`src/rtl/iomem_timer_pkg.sv`:
```
// iomem_timer_pkg
//   Shared constants for the iomem timer peripheral: the address window,
//   register offsets (word index taken from iomem_addr[4:2]), CTRL and
//   STATUS bit positions, and a byte-lane write-merge helper.
package iomem_timer_pkg;

  localparam logic [7:0] BASE_HI_DEFAULT = 8'h04;

  // Register word offsets (iomem_addr[4:2])
  localparam logic [2:0] REG_CTRL     = 3'd0;
  localparam logic [2:0] REG_PRESCALE = 3'd1;
  localparam logic [2:0] REG_COUNT    = 3'd2;
  localparam logic [2:0] REG_RELOAD   = 3'd3;
  localparam logic [2:0] REG_STATUS   = 3'd4;

  // CTRL bit indices
  localparam int CTRL_EN    = 0;
  localparam int CTRL_AUTO  = 1;
  localparam int CTRL_IRQEN = 2;

  // STATUS bit indices
  localparam int STATUS_EXP = 0;

  // Replace each byte of old_val whose strobe is set with the matching
  // byte of wdata.
  function automatic logic [31:0] apply_wstrb(input logic [31:0] old_val,
                                              input logic [31:0] wdata,
                                              input logic [3:0]  wstrb);
    logic [31:0] res;
    res = old_val;
    for (int b = 0; b < 4; b++) begin
      if (wstrb[b]) res[8*b +: 8] = wdata[8*b +: 8];
    end
    return res;
  endfunction

endpackage

```
`src/rtl/iomem_timer_prescaler.sv`:
```
// iomem_timer_prescaler
//   Divides clk down to a tick strobe for the main counter.
//   Ports:
//     clk, reset : system clock, asynchronous active-high reset
//     enable     : counter runs while high, holds while low
//     load       : force pre_cnt to prescale (used when the timer is enabled)
//     prescale   : reload value; sampled only when pre_cnt reloads, so a
//                  new value never disturbs an in-flight count
//     tick       : high for one cycle when enable=1 and pre_cnt has reached 0
module iomem_timer_prescaler #(
  parameter int PRESCALE_W = 16
) (
  input  logic                  clk,
  input  logic                  reset,
  input  logic                  enable,
  input  logic                  load,
  input  logic [PRESCALE_W-1:0] prescale,
  output logic                  tick
);

  logic [PRESCALE_W-1:0] pre_cnt;

  assign tick = enable & (pre_cnt == '0);

  always_ff @(posedge clk or posedge reset) begin
    if (reset) begin
      pre_cnt <= '0;
    end else if (load || tick) begin
      pre_cnt <= prescale;
    end else if (enable) begin
      pre_cnt <= pre_cnt - 1'b1;
    end
  end

endmodule

```
`src/rtl/iomem_timer.sv`:
```
// iomem_timer
//   32-bit down-counting timer with level interrupt on the picosoc iomem bus.
//   Ports:
//     clk, reset   : system clock, asynchronous active-high reset
//     iomem_valid  : bus request
//     iomem_ready  : one-cycle acknowledge, the cycle after the request is taken
//     iomem_wstrb  : byte write strobes, 0 = read
//     iomem_addr   : byte address; [31:24] selects the window, [4:2] the register
//     iomem_wdata  : write data
//     iomem_rdata  : register value sampled when the request was taken
//     irq          : registered STATUS.expired & CTRL.irq_en
//
//   Handshake: a request is taken on a clock edge where iomem_valid=1,
//   iomem_ready=0 and the address is in our window. On that edge any write is
//   applied and the pre-write register value is captured; the next cycle
//   iomem_ready=1 with iomem_rdata valid, then ready drops. Requests outside
//   the window are never acknowledged by this block.
module iomem_timer
  import iomem_timer_pkg::*;
#(
  parameter logic [7:0] BASE_HI    = BASE_HI_DEFAULT,
  parameter int         PRESCALE_W = 16
) (
  input  logic        clk,
  input  logic        reset,
  input  logic        iomem_valid,
  output logic        iomem_ready,
  input  logic [3:0]  iomem_wstrb,
  input  logic [31:0] iomem_addr,
  input  logic [31:0] iomem_wdata,
  output logic [31:0] iomem_rdata,
  output logic        irq
);

  logic [2:0]            ctrl_q;
  logic [PRESCALE_W-1:0] prescale_q;
  logic [31:0]           count_q;
  logic [31:0]           reload_q;
  logic                  expired_q;

  logic [2:0]            ctrl_d;
  logic [PRESCALE_W-1:0] prescale_d;
  logic [31:0]           count_d;
  logic [31:0]           reload_d;
  logic                  expired_d;
  logic [31:0]           rdata_d;

  logic       sel;
  logic       wr;
  logic [2:0] offs;
  logic       wr_ctrl, wr_prescale, wr_count, wr_reload, wr_status;
  logic       tick;
  logic       expire;
  logic       pre_load;
  logic       unused_addr;

  assign unused_addr = ^{iomem_addr[23:5], iomem_addr[1:0]};

  assign sel  = iomem_valid & ~iomem_ready & (iomem_addr[31:24] == BASE_HI);
  assign wr   = sel & (iomem_wstrb != 4'b0000);
  assign offs = iomem_addr[4:2];

  assign wr_ctrl     = wr & (offs == REG_CTRL);
  assign wr_prescale = wr & (offs == REG_PRESCALE);
  assign wr_count    = wr & (offs == REG_COUNT);
  assign wr_reload   = wr & (offs == REG_RELOAD);
  assign wr_status   = wr & (offs == REG_STATUS);

  // Restart the prescaler only on a 0->1 transition of enable via the bus.
  assign pre_load = wr_ctrl & iomem_wstrb[0] & iomem_wdata[CTRL_EN] & ~ctrl_q[CTRL_EN];

  iomem_timer_prescaler #(
    .PRESCALE_W (PRESCALE_W)
  ) u_prescaler (
    .clk      (clk),
    .reset    (reset),
    .enable   (ctrl_q[CTRL_EN]),
    .load     (pre_load),
    .prescale (prescale_q),
    .tick     (tick)
  );

  assign expire = tick & (count_q == 32'd0);

  // Timer events are applied first, bus writes afterwards so the bus wins
  // every collision except STATUS, where a new expiry beats the clear.
  always_comb begin
    ctrl_d = ctrl_q;
    if (expire && !ctrl_q[CTRL_AUTO]) ctrl_d[CTRL_EN] = 1'b0;
    if (wr_ctrl && iomem_wstrb[0]) ctrl_d = iomem_wdata[2:0];

    prescale_d = prescale_q;
    if (wr_prescale) begin
      for (int b = 0; b < PRESCALE_W; b++) begin
        if (iomem_wstrb[b/8]) prescale_d[b] = iomem_wdata[b];
      end
    end

    count_d = count_q;
    if (tick) begin
      if (count_q != 32'd0)         count_d = count_q - 32'd1;
      else if (ctrl_q[CTRL_AUTO])   count_d = reload_q;
    end
    if (wr_count) count_d = apply_wstrb(count_q, iomem_wdata, iomem_wstrb);

    reload_d = reload_q;
    if (wr_reload) reload_d = apply_wstrb(reload_q, iomem_wdata, iomem_wstrb);

    expired_d = expired_q;
    if (wr_status && iomem_wstrb[0] && iomem_wdata[STATUS_EXP]) expired_d = 1'b0;
    if (expire) expired_d = 1'b1;

    case (offs)
      REG_CTRL:     rdata_d = {29'd0, ctrl_q};
      REG_PRESCALE: rdata_d = 32'(prescale_q);
      REG_COUNT:    rdata_d = count_q;
      REG_RELOAD:   rdata_d = reload_q;
      REG_STATUS:   rdata_d = {31'd0, expired_q};
      default:      rdata_d = 32'd0;
    endcase
  end

  always_ff @(posedge clk or posedge reset) begin
    if (reset) begin
      ctrl_q      <= '0;
      prescale_q  <= '0;
      count_q     <= '0;
      reload_q    <= '0;
      expired_q   <= 1'b0;
      iomem_ready <= 1'b0;
      iomem_rdata <= '0;
      irq         <= 1'b0;
    end else begin
      ctrl_q      <= ctrl_d;
      prescale_q  <= prescale_d;
      count_q     <= count_d;
      reload_q    <= reload_d;
      expired_q   <= expired_d;
      iomem_ready <= sel;
      iomem_rdata <= sel ? rdata_d : 32'd0;
      irq         <= expired_q & ctrl_q[CTRL_IRQEN];
    end
  end

endmodule

```
`config.mk`:
```
export PLATFORM = sky130hd
export DESIGN_NAME = iomem_timer
export DESIGN_NICKNAME = d
export VERILOG_FILES = /design/src/rtl/iomem_timer_pkg.sv /design/src/rtl/iomem_timer_prescaler.sv /design/src/rtl/iomem_timer.sv
export SDC_FILE = /design/constraint.sdc
export NUM_CORES = 1
export LEC_CHECK = 0
export BUFFER_PORTS_ARGS = -buffer_cell sky130_fd_sc_hd__clkbuf_2
export CAP_MARGIN = 20
export CORE_UTILIZATION = 45
export DETAILED_ROUTE_END_ITERATION = 10
export GPL_ROUTABILITY_DRIVEN = 1
export HOLD_SLACK_MARGIN = 0.02
export PLACE_DENSITY = 0.65
export SLEW_MARGIN = 10
export SYNTH_ARGS = -nofsm -noshare
export SYNTH_HDL_FRONTEND = slang
export SYNTH_SLANG_ARGS = --single-unit
```
`constraint.sdc`:
```
create_clock -name clk -period 7.85 [get_ports clk]
set_input_delay 1.1775 -clock clk [delete_from_list [all_inputs] [get_ports clk]]
set_output_delay 1.1775 -clock clk [all_outputs]
set_load 0.02 [all_outputs]
```
==> results of run 1 <==
==> sequential cells by signal, summed over array words and instances (netlist names) <==
name                 flops
iomem_ready              1
count_q                 32
irq                      1
expired_q                1
prescale_q              16
ctrl_q                   3
reload_q                32
iomem_rdata             32
u_prescaler.pre_cnt     16
==> synth_stat cells, types with 8 or more instances <==
master / instances / area share
dfrtp_1: 134 / 0.46
nor2_1: 89 / 0.046
mux2_2: 64 / 0.098
nand2_1: 56 / 0.029
a21oi_1: 44 / 0.030
a22oi_1: 37 / 0.038
clkbuf_1: 37 / 0.019
nand3_1: 35 / 0.024
o21ai_0: 28 / 0.019
nor3_1: 23 / 0.016
nor4_1: 14 / 0.012
o211ai_1: 12 / 0.012
inv_1: 11 / 0.0056
or4_1: 11 / 0.011
nand4_1: 10 / 0.0085
or3_1: 10 / 0.0085
xnor2_1: 8 / 0.0096
==> metrics by stage <==
stage	hold WS [ps]	area, um^2	setup slack, ps
2_1_floorplan	466.2	7335	3090
3_3_place_gp	497.7	7921	3602
3_5_place_dp	510.3	7921	3592
4_1_cts	520.3	8596	4023
5_1_grt	549.3	8623	3809
6_report	516.0	8623	4006
==> critical path: cells and delay by family <==
family	cells	cell delay [ps]
AO/OA/AOI/OAI	3	950
buffers and inverters	2	820
AND/OR/NAND/NOR	3	1200
==> power groups by stage <==
stage	sequential [mW]	clock, mW	combinational [mW]
floorplan	0.742	0	0.0869
global placement	0.748	0	0.124
detailed placement	0.752	0	0.130
CTS	0.740	0.920	0.131
global route	0.743	0.952	0.149
finish	0.740	0.911	0.133
==> path summary, 6_finish.rpt <==
check | endpoint | slack [ps] | depth (start not counted)
hold reg to reg | u_prescaler.pre_cnt[15] | 520 | 2
setup reg to reg | count_q[4] | 4320 | 6
hold / removal | u_prescaler.pre_cnt[15] | 520 | 2
setup / recovery | count_q[0] | 4010 | 8
max in group asynchronous | reload_q[24] | 5990 | 4
min in group asynchronous | iomem_ready | 780 | 2
==> cell type report <==
type | instances | area [um^2] | share of cell area
multi-input cells | 564 | 3746 | 0.4344
clock buffers | 21 | 480.5 | 0.05572
repair buffers | 95 | 525.5 | 0.06094
flip-flops and latches | 134 | 3353 | 0.3889
well taps | 216 | 270.3 | 0.03134
inverters | 13 | 53.80 | 0.006239
clock inverters | 11 | 193.9 | 0.02249
==> per-layer routing <==
metal | part of all wire | vias to the layer above | GRT usage
met5 | 0 | - | 0
met4 | 0.020 | 0 | 0.08824
met3 | 0.067 | 33 | 0.05739
met2 | 0.46 | 287 | 0.3932
met1 | 0.46 | 3255 | 0.3724
li1 | - | 2960 | -
==> cells by family (layout without fill, tap and decap cells) <==
kind of cell    after synthesis  in the layout  synth area share
flops                       134            134            0.4572
compound gates              184            184            0.1696
mux                          71             71            0.1085
simple gates                291            291            0.2081
xor+xnor                     14             14           0.01672
fa+ha+maj                     4              4          0.006824
buf+inv                      58            140           0.03309
==> summary.md, run 1 <==
| Metric | Value |
|---|---|
| Tcrit/Tclk final | 0.4896 |
| Share of layout cells above drive strength 1 | 0.2482 |
| Power share of the combinational group | 0.074 |
| Fin cells | 1054 |
| Int Pwr | 1.361 mW |
| Synthesis-stage register bit count | 134 |
| Library cells used by synthesis | 65 |
| Reg clk slew, reported paths | 60 ps |
| Post-synth design cell area | 0.007335 mm^2 |
| Worst EP required | 8170 ps |
| First-pass GRT wire length | 33470 um |
| Largest stage delay, worst path | 760 ps |
| Maximum capacitance violations | 0 |
| Post-route ant nets | 0 |
| Wirelength per Cell | 19.82 um |
| CTS resizes | 0 |
| Fill count | 1444 |
| Most frequent cells in the layout | dfrtp_1 (134), nor2_1 (88), clkbuf_2 (83) |
| Vias in the first global route | 6172 |
| CP endpoint kind | flip-flop |
| Sw Share | 0.2368 |
| Fin. max-slew vios | 0 |
| Pleak | 4.007 nW |
| Final hold vios | 0 |
| Share of flip-flops with an asynchronous set or reset | 1.000 |
| Rel. slew slack | 0.3342 |
| Htree depth | 4 |
| Starting Density | 0.4617 |
| Root buf cell | clkbuf_16 |
| Vert. Die Dim | 129.7 um |
| CP arrival | 4160 ps |
| Post-synth EDFFs | 0 |
| TritonCTS Sinks | 134 |
| Sequential element share of the synthesized area | 0.4572 |
| Initial drt markers | 604 |
| Clock power frac | 0.511 |
| Detailed Route WL | 20890 um |
| Final GP Congestion | 0.8838 |
| Final Power | 1.784 mW |
| Minimum clock period | 3844 ps |
| Critical path fanouts, max | 39 |
| Antenna diodes | 0 |
| Synth Instances | 756 |
| HP Class | reg -> reg |
| Detailed Place HPWL | 14280 um |
| Drt first pass iters | 7 |
| Run status | finished, final reports clean |
| RSZ-0062 raised after global routing | no |
| Avg Cell Area, Syn | 9.702 um^2 |
| Routed vias/inst | 6.200 |
| Mapped Nets | 831 |
| Warnings, synthesis | 0 |
| Power per cell area | 206.8 mW/mm^2 |
| Peak Freq | 0.2602 GHz |
| Synth Flop Type | dfrtp_1 |
| Clock Latency Late Sink | 430 ps |
| Initial antenna violation count | 0 |
| GRT Util Overall | 0.2616 |
| Pin count of the biggest net entering global routing | 83 |
| Layout area overhead | 17.57% |
| # placed instances | 1021 |
| Worst-case clock buffer depth | 2 |
| Chip width | 129.7 um |
| Clock skew | 7.098 ps |
| Vias | 6535 |
| Setup crit start kind | input port |
| Net switching power | 422.4 uW |
| Final nets | 900 |
| Buffers on Ports | 83 |
| VDD IR max | 0.1515 mV |
| Final setup violation count | 0 |
| Flop pwr share | 0.415 |
| Hold path start | prescale_q[15] |
| Measured slew at the worst slew-check pin | 998.7 ps |
| CTS Buf Count | 17 |
| Reg2reg start | count_q[6] |
| I/O pin cnt | 105 |
| Die footprint | 0.01681 mm^2 |
| Drc violations | 0 |
| Utilization after layout | 0.5428 |
| Hold buffers post-CTS | 0 |
| Highest-delay cell along the critical path | or2_2 |
| CTS tree | yes |
| Gr ovfl total | 0 |
| Critical path, cell by cell | clkbuf_2, nor3b_2, buf_4, o41ai_1, or2_2, o211ai_2, and2_1, a211o_1 |
| Leading cell type in the layout, fill and taps excluded | dfrtp_1 |
| Setup TNS | 0 ps |
| Num rows | 46 |
| CP Launch Point | iomem_addr[2] |
| Crit Path Category | in -> reg |
| Core ar. | 0.01589 mm^2 |
| Post-CTS setup buffers | 0 |
No activity file was read; power rests on OpenSTA's default activity.
==> run 2: changes to the inputs <==
--- a/config.mk
+++ b/config.mk
@@ -11,7 +11,7 @@
 export DETAILED_ROUTE_END_ITERATION = 10
 export GPL_ROUTABILITY_DRIVEN = 1
 export HOLD_SLACK_MARGIN = 0.02
-export PLACE_DENSITY = 0.65
+export PLACE_DENSITY = 0.68
 export SLEW_MARGIN = 10
 export SYNTH_ARGS = -nofsm -noshare
 export SYNTH_HDL_FRONTEND = slang
==> constraint.sdc (replaced) <==
create_clock -name clk -period 3.2 [get_ports clk]
set_input_delay 0.48 -clock clk [delete_from_list [all_inputs] [get_ports clk]]
set_output_delay 0.48 -clock clk [all_outputs]
set_load 0.02 [all_outputs]
==> summary.md, run 2 (synthesis results as in run 1) <==
| Metric | Value |
|---|---|
| Run status | finished, final reports clean |
| Vias | 6392 |
| Measured slew at the worst slew-check pin | 915.1 ps |
| Worst EP required | 3470 ps |
| CTS Buf Count | 17 |
| Leading cell type in the layout, fill and taps excluded | dfrtp_1 |
| Flop pwr share | 0.428 |
| Worst reg2reg path depth | 6 |
| Buffers on Ports | 83 |
| CTS tree | yes |
| Reg clk slew, reported paths | 60 ps |
| Initial antenna violation count | 0 |
| Die footprint | 0.01681 mm^2 |
| Int Pwr | 3.184 mW |
| Num rows | 46 |
| Largest stage delay, worst path | 580 ps |
| Highest-delay cell along the critical path | nor4_1 |
| Vias in the first global route | 5915 |
| Clock power frac | 0.495 |
| Final setup violation count | 0 |
| Routed vias/inst | 5.952 |
| Pin count of the biggest net entering global routing | 52 |
| Critical path, cell by cell | nor4_1, nand4_1, nor4_1, o21ai_1, a21oi_1, a21oi_1 |
| Maximum capacitance violations | 0 |
| Critical path fanouts, max | 13 |
| GRT Util Overall | 0.2543 |
| Share of layout cells above drive strength 1 | 0.2657 |
| Pleak | 4.080 nW |
| CP arrival | 3050 ps |
| Root buf cell | clkbuf_16 |
| Starting Density | 0.4617 |
| Hold buffers post-CTS | 0 |
| Final GP Congestion | 0.9139 |
| Initial drt markers | 673 |
| Sw Share | 0.2466 |
| TritonCTS Sinks | 134 |
| Post-CTS setup buffers | 0 |
| Clock skew | 9.651 ps |
| Fill count | 1425 |
| Setup TNS | 0 ps |
| Worst-case clock buffer depth | 2 |
| RSZ-0062 raised after global routing | no |
| Fin. max-slew vios | 0 |
| Minimum clock period | 2776 ps |
| Utilization after layout | 0.5495 |
| Most frequent cells in the layout | dfrtp_1 (134), nor2_1 (88), clkbuf_2 (83) |
| CP endpoint kind | flip-flop |
| Drc violations | 0 |
| Detailed Route WL | 20240 um |
| Chip width | 129.7 um |
| Rel. slew slack | 0.3859 |
| Wirelength per Cell | 18.84 um |
| Antenna diodes | 0 |
| Gr ovfl total | 0 |
| Final nets | 920 |
| Vert. Die Dim | 129.7 um |
| Reg2reg start | count_q[18] |
| Power per cell area | 484.1 mW/mm^2 |
| Tcrit/Tclk final | 0.8676 |
| CTS resizes | 0 |
| First-pass GRT wire length | 32470 um |
| Setup crit start kind | flip-flop |
| Final hold vios | 0 |
| Drt first pass iters | 9 |
| Layout area overhead | 19.02% |
| Clock Latency Late Sink | 430 ps |
| Detailed Place HPWL | 14250 um |
| RR Endpoint | count_q[21] |
| Post-route ant nets | 0 |
| Largest registers | count_q: 32 flops, iomem_rdata: 32 flops, reload_q: 32 flops |
| Peak Freq | 0.3602 GHz |
| Htree depth | 4 |
| Net switching power | 1.042 mW |
| Core ar. | 0.01589 mm^2 |
| R2r setup slk | 420 ps |
| Crit Path Category | reg -> reg |
| VDD IR max | 0.3808 mV |
| Power share of the combinational group | 0.077 |
| HP Class | in -> async |
| I/O pin cnt | 105 |
==> run 2: how the worst max path moves through the flow <==
| stage | start | end | slack, ps | cells past startpoint |
|---|---|---|---|---|
| 3_3_place_gp | count_q[18] | count_q[16] | 470 | 6 |
| 5_1_grt | count_q[18] | count_q[20] | 160 | 6 |
| 2_1_floorplan | count_q[5] | count_q[4] | 820 | 8 |
| 3_5_place_dp | iomem_addr[29] | count_q[21] | 410 | 7 |
| 6_report | count_q[18] | count_q[21] | 420 | 6 |
| 4_1_cts | count_q[0] | count_q[21] | 420 | 8 |
==> run 2: layer usage <==
layer  global-route usage  wire length [um]
met5                    0                 0
met4              0.07798               328
met3              0.04666              1164
met2               0.3872              9264
met1               0.3671              9479
==> run 2: power by group through the flow <==
| stage | combinational (mW) | sequential, mW | clock, mW |
|---|---|---|---|
| 3_5_place_dp | 0.322 | 1.84 | 0 |
| 4_1_cts | 0.324 | 1.81 | 2.11 |
| 2_1_floorplan | 0.213 | 1.82 | 0 |
| 3_3_place_gp | 0.316 | 1.83 | 0 |
| 5_1_grt | 0.363 | 1.82 | 2.18 |
| 6_report | 0.325 | 1.81 | 2.09 |
==> run 2: per-stage QoR <==
stage               power [mW]  setup WS (ps)  std cells  area, um^2  hold WS, ps
finish                   4.226          423.8       1074        8730        214.4
global route             4.363          164.5       1074        8730        294.7
global placement         2.150          469.1       1042        8103        493.6
detailed placement       2.159          406.4       1042        8103        497.0
CTS                      4.237          421.3       1074        8730        248.0
floorplan                2.033          815.6        756        7338        466.2
==> run 2: worst max-delay path, delay by kind of cell (launching register included) <==
kind / cells / cell delay (ps)
flops: 1 / 450
simple gates: 3 / 1430
compound gates: 3 / 740
==> run 2: cell type report <==
| cell class | count | area, um^2 | area share |
|---|---|---|---|
| tap | 216 | 270.3 | 0.03096 |
| inverter | 13 | 52.55 | 0.006020 |
| timing repair buffer | 115 | 680.7 | 0.07797 |
| sequential | 134 | 3353 | 0.3841 |
| multi-input combinational | 564 | 3746 | 0.4291 |
| clock buffer | 17 | 425.4 | 0.04873 |
| clock inverter | 15 | 201.4 | 0.02308 |
